$ cat src/rtl/mem_pkg.sv
// Shared encodings for the load/store front end: request sizes, FSM states
// and the alignment rule that decides whether a request may touch the RAM.
package mem_pkg;

  localparam int ADDR_W_DEF  = 5;
  localparam int BYTE_ADDR_W = ADDR_W_DEF + 2;

  localparam logic [1:0] SZ_B = 2'b00;
  localparam logic [1:0] SZ_H = 2'b01;
  localparam logic [1:0] SZ_W = 2'b10;

  typedef enum logic [2:0] {
    IDLE,
    READ,
    WAIT,
    WRITE,
    RESP
  } state_e;

  function automatic logic req_error(input logic [1:0] size, input logic [1:0] addr_lo);
    case (size)
      SZ_B:    req_error = 1'b0;
      SZ_H:    req_error = addr_lo[0];
      SZ_W:    req_error = (addr_lo != 2'b00);
      default: req_error = 1'b1;
    endcase
  endfunction

endpackage

$ cat src/rtl/mem_lane_align.sv
// Byte-lane steering: extracts and extends load data from a RAM word, and
// merges sub-word store data into the old word for read-modify-write.
module mem_lane_align
  import mem_pkg::*;
#(
  parameter int D_BITS = 32
) (
  input  logic [D_BITS-1:0] old_word,
  input  logic [D_BITS-1:0] wdata,
  input  logic [1:0]        addr_lo,
  input  logic [1:0]        size,
  input  logic              is_unsigned,
  output logic [D_BITS-1:0] load_data,
  output logic [D_BITS-1:0] merged
);

  logic [7:0]  lane8;
  logic [15:0] lane16;

  always_comb begin
    load_data = '0;
    merged    = old_word;
    lane8     = old_word[{addr_lo, 3'b000} +: 8];
    lane16    = old_word[{addr_lo[1], 4'b0000} +: 16];
    case (size)
      SZ_B: begin
        load_data = is_unsigned ? {{(D_BITS-8){1'b0}}, lane8}
                                : {{(D_BITS-8){lane8[7]}}, lane8};
        merged[{addr_lo, 3'b000} +: 8] = wdata[7:0];
      end
      SZ_H: begin
        load_data = is_unsigned ? {{(D_BITS-16){1'b0}}, lane16}
                                : {{(D_BITS-16){lane16[15]}}, lane16};
        merged[{addr_lo[1], 4'b0000} +: 16] = wdata[15:0];
      end
      SZ_W: begin
        load_data = old_word;
        merged    = wdata;
      end
      default: ;
    endcase
  end

endmodule

$ cat src/rtl/mem_access_unit.sv
// Load/store front end for single_port_ram: one request at a time, RMW for
// sub-word stores, extended load data and alignment/size error reporting.
module mem_access_unit
  import mem_pkg::*;
#(
  parameter int D_BITS = 32,
  parameter int ADDR_W = ADDR_W_DEF
) (
  input  logic              clk,
  input  logic              rst,
  input  logic              req_valid,
  output logic              req_ready,
  input  logic              req_we,
  input  logic [ADDR_W+1:0] req_addr,
  input  logic [1:0]        req_size,
  input  logic              req_unsigned,
  input  logic [D_BITS-1:0] req_wdata,
  output logic              rsp_valid,
  input  logic              rsp_ready,
  output logic [D_BITS-1:0] rsp_rdata,
  output logic              rsp_err,
  output logic [ADDR_W-1:0] ram_addr,
  output logic [D_BITS-1:0] ram_din,
  output logic              ram_we,
  input  logic [D_BITS-1:0] ram_dout
);

  state_e              state_q, state_d;
  logic                we_q, we_d;
  logic [1:0]          addr_lo_q, addr_lo_d;
  logic [1:0]          size_q, size_d;
  logic                uns_q, uns_d;
  logic [D_BITS-1:0]   wdata_q, wdata_d;
  logic [ADDR_W-1:0]   ram_addr_q, ram_addr_d;
  logic [D_BITS-1:0]   ram_din_q, ram_din_d;
  logic [D_BITS-1:0]   rsp_rdata_q, rsp_rdata_d;
  logic                rsp_err_q, rsp_err_d;
  logic [D_BITS-1:0]   load_data, merged;
  logic                accept, err;

  mem_lane_align #(.D_BITS(D_BITS)) u_align (
    .old_word    (ram_dout),
    .wdata       (wdata_q),
    .addr_lo     (addr_lo_q),
    .size        (size_q),
    .is_unsigned (uns_q),
    .load_data   (load_data),
    .merged      (merged)
  );

  assign req_ready = (state_q == IDLE) && !rst;
  assign accept    = req_valid && req_ready;
  assign err       = req_error(req_size, req_addr[1:0]);

  always_comb begin
    state_d     = state_q;
    we_d        = we_q;
    addr_lo_d   = addr_lo_q;
    size_d      = size_q;
    uns_d       = uns_q;
    wdata_d     = wdata_q;
    ram_addr_d  = ram_addr_q;
    ram_din_d   = ram_din_q;
    rsp_rdata_d = rsp_rdata_q;
    rsp_err_d   = rsp_err_q;
    case (state_q)
      IDLE: if (accept) begin
        we_d        = req_we;
        addr_lo_d   = req_addr[1:0];
        size_d      = req_size;
        uns_d       = req_unsigned;
        wdata_d     = req_wdata;
        ram_addr_d  = req_addr[ADDR_W+1:2];
        rsp_rdata_d = '0;
        rsp_err_d   = err;
        // Word stores skip the read, so the write word is ready right away.
        if (req_we && req_size == SZ_W) ram_din_d = req_wdata;
        if (err)                                 state_d = RESP;
        else if (!req_we || req_size != SZ_W)    state_d = READ;
        else                                     state_d = WRITE;
      end
      READ: state_d = WAIT;
      WAIT: begin
        if (we_q) begin
          ram_din_d = merged;
          state_d   = WRITE;
        end else begin
          rsp_rdata_d = load_data;
          state_d     = RESP;
        end
      end
      WRITE: begin
        rsp_rdata_d = '0;
        state_d     = RESP;
      end
      RESP: if (rsp_ready) state_d = IDLE;
      default: state_d = IDLE;
    endcase
  end

  always_ff @(posedge clk) begin
    if (rst) begin
      state_q     <= IDLE;
      we_q        <= 1'b0;
      addr_lo_q   <= '0;
      size_q      <= '0;
      uns_q       <= 1'b0;
      wdata_q     <= '0;
      ram_addr_q  <= '0;
      ram_din_q   <= '0;
      rsp_rdata_q <= '0;
      rsp_err_q   <= 1'b0;
    end else begin
      state_q     <= state_d;
      we_q        <= we_d;
      addr_lo_q   <= addr_lo_d;
      size_q      <= size_d;
      uns_q       <= uns_d;
      wdata_q     <= wdata_d;
      ram_addr_q  <= ram_addr_d;
      ram_din_q   <= ram_din_d;
      rsp_rdata_q <= rsp_rdata_d;
      rsp_err_q   <= rsp_err_d;
    end
  end

  assign rsp_valid = (state_q == RESP);
  assign rsp_rdata = rsp_rdata_q;
  assign rsp_err   = rsp_err_q;
  assign ram_addr  = ram_addr_q;
  assign ram_din   = ram_din_q;
  assign ram_we    = (state_q == WRITE) && !rst;

endmodule

$ cat config.mk
export PLATFORM = sky130hd
export DESIGN_NAME = mem_access_unit
export DESIGN_NICKNAME = d
export VERILOG_FILES = /design/src/rtl/mem_pkg.sv /design/src/rtl/mem_lane_align.sv /design/src/rtl/mem_access_unit.sv
export SDC_FILE = /design/constraint.sdc
export NUM_CORES = 1
export LEC_CHECK = 0
export CAP_MARGIN = 20
export CORE_AREA = 4 4 124 126
export CTS_CLUSTER_SIZE = 28
export DETAILED_ROUTE_END_ITERATION = 16
export DIE_AREA = 0 0 128 130
export GPL_ROUTABILITY_DRIVEN = 0
export PLACE_DENSITY = 0.77
export SLEW_MARGIN = 10
export SYNTH_ARGS = -nofsm -noshare
export SYNTH_HDL_FRONTEND = slang
export SYNTH_SLANG_ARGS = --single-unit
$ cat constraint.sdc
create_clock -name clk -period 2.82 [get_ports clk]
set_clock_uncertainty 0.05 [all_clocks]
set_input_delay 0.423 -clock clk [delete_from_list [all_inputs] [get_ports clk]]
set_output_delay 0.423 -clock clk [all_outputs]
set_load 0.005 [all_outputs]
==> summary.md, run 1 <==
| Metric | Value |
|---|---|
| Crit path DAT | 2780 ps |
| First-pass GRT wire length | 35700 um |
| Count of distinct cell types in the synthesized netlist | 60 |
| Seq/Total Area, Yosys | 0.341 |
| Hold wc startpoint | rst |
| Post-synthesis instance area | roughly 6500 um2 |
| Remaining design rule violation count | 0 |
| EDFF count, synth | 0 |
| Total number of nets in the final design | about 970 |
| Routed Wire Length | 22800 um |
| Worst max-slew margin expressed relative to the limit | 0.304 |
| Average wire length per cell after detail routing | 21.1 um |
| Type of the most critical hold path | input port to flip-flop |
| Most common library cell in the layout ignoring fill and taps | sky130_fd_sc_hd__clkdlybuf4s50_1 |
| Final critical path time including I/O delays and setup | 2520 ps |
| Start point of the critical path | addr_lo_q[0] |
| Highest clock rate | 397 MHz |
| Kind of end point of the critical path | flip-flop |
| Top flip-flop cell by instance count after synthesis | sky130_fd_sc_hd__dfxtp_1 |
| Largest net degree at the start of global routing | 58 |
| Post-synth net total | about 860 |
| Commonest non-fill, non-tap cells in the layout | sky130_fd_sc_hd__clkdlybuf4s50_1, sky130_fd_sc_hd__nand2_1, sky130_fd_sc_hd__dfxtp_1 |
| Via count of the first global-routing pass | 6355 |
| Pin slew with the least headroom to its limit | 1040 ps |
| Share of cells above drive strength 1 | 0.0840 |
| Startpoint of the lowest-slack register-to-register path | addr_lo_q[0] |
| Cell chain of the critical path | inv_1 -> ha_1 -> and3b_1 -> or4b_1 -> o2111ai_1 -> a22o_1 |
| H-tree level count | 3 |
| GRT Overall Usage | 0.271 |
| Power density over cell area | 499 nW/um2 |
| Final critical-path share of the clock period | 0.894 |
| DP Cell Count | 1061 |
| Detailed Routing Iterations Pass 1 | 5 |
| Die Y | 130 um |
| Worst path bufs/invs | 1 |
| Total negative slack for setup checks | 0 ps |
| Hold violation count in the final report | 0 |
| VDD IR-drop max | ~310 uV |
| Max-cap violation count | 0 |
| Clock transition time at the flip-flop clock pins of the worst setup and hold paths | about 90 ps |
| Startpoint type of the worst setup path | flip-flop |
| Insertion delay to the later sink of the worst-skew pair | 360 ps |
| Run status | complete, no violations |
| Mapped Avg Cell Area | 8.38 um2 |
| Number of pins with negative max-slew slack in the final report | 0 |
| Top fanout value on the critical path | 12 |
| Required time at the worst-slack endpoint | 3080 ps |
| Via density per instance | 6.30 |
| Stage delay of the slowest cell on the critical path | 600 ps |
| Count of instances resized after the clock tree is built | 0 |
| YS warnings | 0 |
| Number of register bits inferred by synthesis | 111 |
| Post-Synthesis Cells | 777 |
| Final instance count without filler cells | 1077 |
| Root buf cell | sky130_fd_sc_hd__clkbuf_16 |
| Leakage power total | between 2 and 3 nW |
| Site Rows | 44 |
| Area of the die | around 17000 um2 |
| Initial DRC count | 1015 |
| Max clock buf depth | 2 |
| Overall overflow remaining after global route | 0 |
| Category of cells accounting for the largest share of critical-path delay | simple AND/OR/NAND/NOR gates |
| Detailed placer's ending HPWL | 16200 um |
| Antenna-violating nets left | 0 |
| Area growth from synthesis to layout | 29.6% |
| Total core area | around 14000 um2 |
| Setup Buffers After CTS | 0 |
| Critical path class | flip-flop to flip-flop |
| Number of primary I/O pins | 152 |
| Vias after detailed routing | 6789 |
| Number of buffers added to fix hold violations after cts | 0 |
| Number of port buffers | 151 |
| Standard cell with the maximum stage delay on the critical path | sky130_fd_sc_hd__dfxtp_1 |
| Width of the die | roughly 130 um |
| Antenna cells | 0 |
| CTS tree | done |
| CTS buffer count | 9 |
| Unrepaired setup endpoints after global routing | no |
| TritonCTS sink count | 111 |
| Initial antenna violation count | 0 |
| Share of flip-flops with an asynchronous set or reset | 0 |
| Initial core utilization | 0.455 |
| Count of endpoints failing setup in the final report | 0 |
==> worst reg2reg max path, cell delays in order (launching register included) <==
cell	delay, ps
sky130_fd_sc_hd__dfxtp_1	600
sky130_fd_sc_hd__inv_1	210
sky130_fd_sc_hd__ha_1	390
sky130_fd_sc_hd__and3b_1	390
sky130_fd_sc_hd__or4b_1	520
sky130_fd_sc_hd__o2111ai_1	150
sky130_fd_sc_hd__a22o_1	160
==> synth_stat cells, types with 4 or more instances <==
cell,instances,area share
sky130_fd_sc_hd__a21o_1,10,0.012
sky130_fd_sc_hd__a21oi_1,50,0.038
sky130_fd_sc_hd__a221oi_1,13,0.017
sky130_fd_sc_hd__a22o_1,18,0.024
sky130_fd_sc_hd__a22oi_1,24,0.028
sky130_fd_sc_hd__a311oi_1,23,0.031
sky130_fd_sc_hd__a31oi_1,9,0.0086
sky130_fd_sc_hd__a32o_1,8,0.012
sky130_fd_sc_hd__a32oi_1,9,0.012
sky130_fd_sc_hd__and2_1,4,0.0038
sky130_fd_sc_hd__buf_1,7,0.0040
sky130_fd_sc_hd__buf_2,17,0.013
sky130_fd_sc_hd__clkbuf_1,51,0.029
sky130_fd_sc_hd__dfxtp_1,111,0.34
sky130_fd_sc_hd__ha_1,5,0.0096
sky130_fd_sc_hd__inv_1,24,0.014
sky130_fd_sc_hd__mux2i_1,34,0.052
sky130_fd_sc_hd__nand2_1,128,0.074
sky130_fd_sc_hd__nand2b_1,18,0.017
sky130_fd_sc_hd__nand3b_1,46,0.053
sky130_fd_sc_hd__nor2_1,18,0.010
sky130_fd_sc_hd__nor2b_1,5,0.0048
sky130_fd_sc_hd__o211ai_1,10,0.012
sky130_fd_sc_hd__o21ai_0,17,0.013
sky130_fd_sc_hd__o221ai_1,13,0.017
sky130_fd_sc_hd__o22ai_1,23,0.022
sky130_fd_sc_hd__o2bb2ai_2,20,0.046
sky130_fd_sc_hd__o31ai_1,12,0.014
==> final timing paths <==
kind                                     to  slack, ps  cells after the start
worst max-delay path            ram_din[30]        300                      6
worst min-delay path             state_q[1]        350                      3
worst min register to register  wdata_q[22]        430                      2
worst max register to register  ram_din[30]        300                      6
==> kinds of logic after synthesis <==
kind of cell    synth area share
compound gates             0.329
flops                      0.341
buf+inv                   0.0650
fa+ha+maj                0.00961
simple gates               0.197
mux                       0.0575
==> layout make-up <==
| class | instances | area [um2] |
|---|---|---|
| inverter | 24 | 90.1 |
| clock buffer | 10 | 229 |
| timing repair buffer | 178 | 1730 |
| sequential | 111 | 2220 |
| tap | 184 | 230 |
| clock inverter | 6 | 53.8 |
| fill | 1295 | 5880 |
| multi-input combinational | 564 | 3880 |
==> stage by stage <==
stage | area [um2] | utilization | power, mW | hold slack (ps) | worst slack, ps
after floorplan | 6510 | - | 2.47 | 399 | 51.1
final | 8440 | 0.590 | 4.21 | 347 | 300
after CTS | 8440 | 0.590 | 4.18 | 353 | 366
after detailed placement | 8160 | 0.570 | 2.95 | 396 | 321
after global routing | 8440 | 0.590 | 4.38 | 364 | 190
after global placement | 8160 | 0.570 | 2.94 | 398 | 373
==> power breakdown <==
| part | total (mW) | switching [mW] | internal, mW |
|---|---|---|---|
| Clock | 1.26 | 0.643 | 0.617 |
| Sequential | 1.79 | 0.119 | 1.67 |
| Combinational | 1.16 | 0.648 | 0.512 |
==> flip-flops by register name (all words and copies together), names as in the netlist <==
name,flops
wdata_q,32
rsp_err,1
ram_addr,5
ram_din,32
state_q,3
we_q,1
rsp_rdata,32
uns_q,1
size_q,2
addr_lo_q,2
==> layer usage <==
metal / vias to the layer above / wire [um] / track usage
li1: 3145 / - / -
met1: 3165 / 9460 / 0.386
met2: 406 / 9860 / 0.394
met3: 71 / 2560 / 0.0618
met4: 2 / 823 / 0.104
met5: - / 63 / 0.0324
Power figures use the tool's default switching activity.
==> run 2: changes to the inputs <==
- GPL_ROUTABILITY_DRIVEN: 0 -> default
==> run 2 against run 1 <==
Setup slack gained 51 ps. Largest power group unchanged. Combinational power about the same. Worst hold slack improved by 12 ps. Clock power up 33%. Non-clock buffer count grew 1. Total power rose by 10%. First-iteration DRC count increased by 3.9%. Sequential share of layout area down 0.37 points. Die area unchanged. Maximum frequency rose by 2.1%. Cell count about the same. Sequential power about the same.
==> summary.md, run 2 (synthesis gave the netlist of run 1 again) <==
| Metric | Value |
|---|---|
| Least setup slack across all paths after layout | 351 ps (+51.2 ps) |
| Switching Share | 0.297 (-0.0378) |
| Switching power summed over all nets | 1.38 mW (-2.4%) |
| Largest net degree at the start of global routing | 43 (-26%) |
| Max-cap violation count | 0 (unchanged) |
| Initial DRC count | 1055 (+3.9%) |
| Start point of the critical path | addr_lo_q[0] |
| Required time at the worst-slack endpoint | 3040 ps (-40 ps) |
| GRT Overall Usage | 0.270 (-0.000282) |
| Worst max-slew margin expressed relative to the limit | 0.225 (-0.0784) |
| Site Rows | 44 (unchanged) |
| Count of instances resized after the clock tree is built | 0 (unchanged) |
| CTS tree | done |
| Via count of the first global-routing pass | 6303 (-0.82%) |
| Run status | complete, no violations |
| VDD IR-drop max | 347 uV (+13%) |
| Total core area | 14300 um2 (unchanged) |
| Startpoint type of the worst setup path | flip-flop |
| Max clock buf depth | 2 (unchanged) |
| Clock transition time at the flip-flop clock pins of the worst setup and hold paths | 70 ps (-20 ps) |
| Share of cells above drive strength 1 | 0.0861 (+0.00214) |
| Critical path class | flip-flop to flip-flop |
| Portion of total power attributed to the clock network | 0.362 (+0.063) |
| Final instance count without filler cells | 1078 (+0.093%) |
| Final critical path time including I/O delays and setup | 2470 ps (-51.2 ps) |
| Setup Buffers After CTS | 0 (unchanged) |
| First-pass GRT wire length | 35600 um (-0.33%) |
| Routed Wire Length | 22900 um (+0.58%) |
| Root buf cell | sky130_fd_sc_hd__clkbuf_16 |
| Total number of nets in the final design | 973 (+0.10%) |
| Gate power share | 0.252 (-0.024) |
| Kind of end point of the critical path | flip-flop |
| Number of primary I/O pins | 152 (unchanged) |
| Routability congestion estimate | 0.912 |
| Width of the die | 128 um (unchanged) |
| Antenna cells | 0 (unchanged) |
| Antenna-violating nets left | 0 (unchanged) |
| Power density over cell area | 541 nW/um2 (+8.5%) |
| Initial core utilization | 0.455 (unchanged) |
| Top fanout value on the critical path | 12 (unchanged) |
| Insertion delay to the later sink of the worst-skew pair | 360 ps (about the same) |
| TritonCTS sink count | 111 (unchanged) |
| Vias after detailed routing | 6844 (+0.81%) |
| Total negative slack for setup checks | 0 ps (unchanged) |
| Highest clock rate | 405 MHz (+2.1%) |
| Number of pins with negative max-slew slack in the final report | 0 (unchanged) |
| Design Area, Final | 8560 um2 (+1.4%) |
| CTS buffer count | 9 (unchanged) |
| Number of port buffers | 151 (unchanged) |
| Placement Setup Slack | 330 ps (+8.65 ps) |
| Initial antenna violation count | 1 (+1) |
| Remaining design rule violation count | 0 (unchanged) |
| Average wire length per cell after detail routing | 21.2 um (+0.48%) |
| Design internal power | 3.26 mW (+16%) |
| Number of buffers added to fix hold violations after cts | 0 (unchanged) |
| Detailed Routing Iterations Pass 1 | 9 (+4) |
| Overall overflow remaining after global route | 0 (unchanged) |
| Die Y | 130 um (unchanged) |
| Via density per instance | 6.35 (+0.72%) |
| Most common library cell in the layout ignoring fill and taps | sky130_fd_sc_hd__clkdlybuf4s50_1 |
| Hold wc startpoint | rst |
| Area growth from synthesis to layout | 31.5% |
| Area of the die | 16600 um2 (unchanged) |
| Commonest non-fill, non-tap cells in the layout | sky130_fd_sc_hd__clkdlybuf4s50_1, sky130_fd_sc_hd__nand2_1, sky130_fd_sc_hd__dfxtp_1 |
| DP Cell Count | 1062 (+0.094%) |
| Hold violation count in the final report | 0 (unchanged) |
| Detailed placer's ending HPWL | 16200 um (about the same) |
| Count of endpoints failing setup in the final report | 0 (unchanged) |
| H-tree level count | 3 (unchanged) |
| Final critical-path share of the clock period | 0.876 (-0.0181) |
| Worst slack on hold paths | 359 ps (+12.3 ps) |
| Register share of total power | 0.386 (-0.039) |
| Unrepaired setup endpoints after global routing | no |
| Leakage power total | 3.03 nW (+2.1%) |
| Type of the most critical hold path | input port to flip-flop |
| Startpoint of the lowest-slack register-to-register path | addr_lo_q[0] |
| Pin slew with the least headroom to its limit | 1160 ps (+122 ps) |
| Crit path DAT | 2690 ps (-90 ps) |
| DP Area | 8160 um2 (about the same) |
| Layout fillers | 1262 (-2.5%) |
[run 2: path summary, 6_finish.rpt]
check                                endpoint  slack [ps]  depth (start not counted)
worst min register to register  rsp_rdata[24]         430                          1
worst max register to register    ram_din[18]         350                          6
worst min-delay path              ram_addr[1]         360                          3
worst max-delay path              ram_din[18]         350                          6
[run 2: layer usage]
metal | track usage | vias to the layer above | wire length (um)
met1 | 0.394 | 3217 | 9870
met3 | 0.0479 | 62 | 2280
li1 | - | 3152 | -
met2 | 0.401 | 411 | 9990
met5 | 0 | - | 13
met4 | 0.0974 | 2 | 745
[run 2: per-stage QoR]
step            util  power [mW]
2_1_floorplan      -        2.47
3_3_place_gp   0.570        2.94
3_5_place_dp   0.570        2.95
4_1_cts        0.598        4.61
5_1_grt        0.598        4.80
6_report       0.598        4.63
[run 2: critical path, stage by stage (launching register included)]
cell and delay, ps:
sky130_fd_sc_hd__dfxtp_1 580, sky130_fd_sc_hd__inv_1 200, sky130_fd_sc_hd__ha_1 370, sky130_fd_sc_hd__or4b_1 640, sky130_fd_sc_hd__o22ai_1 210, sky130_fd_sc_hd__nand2_1 80, sky130_fd_sc_hd__a311oi_1 260
[run 2: cell type report]
class / instances / area (um2) / area share
Multi-Input combinational cell: 564 / 3880 / 0.453
Clock buffer: 10 / 239 / 0.0279
Timing Repair Buffer: 179 / 1740 / 0.204
Clock inverter: 6 / 155 / 0.0181
Sequential cell: 111 / 2220 / 0.260
Tap cell: 184 / 230 / 0.0269
Inverter: 24 / 90.1 / 0.0105
[run 2: power groups by stage]
stage                     Clock, mW  Sequential [mW]  Combinational [mW]
after floorplan                   0             1.77               0.702
after global placement            0             1.82                1.13
after detailed placement          0             1.82                1.13
after CTS                      1.69             1.78                1.14
after global routing           1.75             1.80                1.25
final                          1.68             1.79                1.16
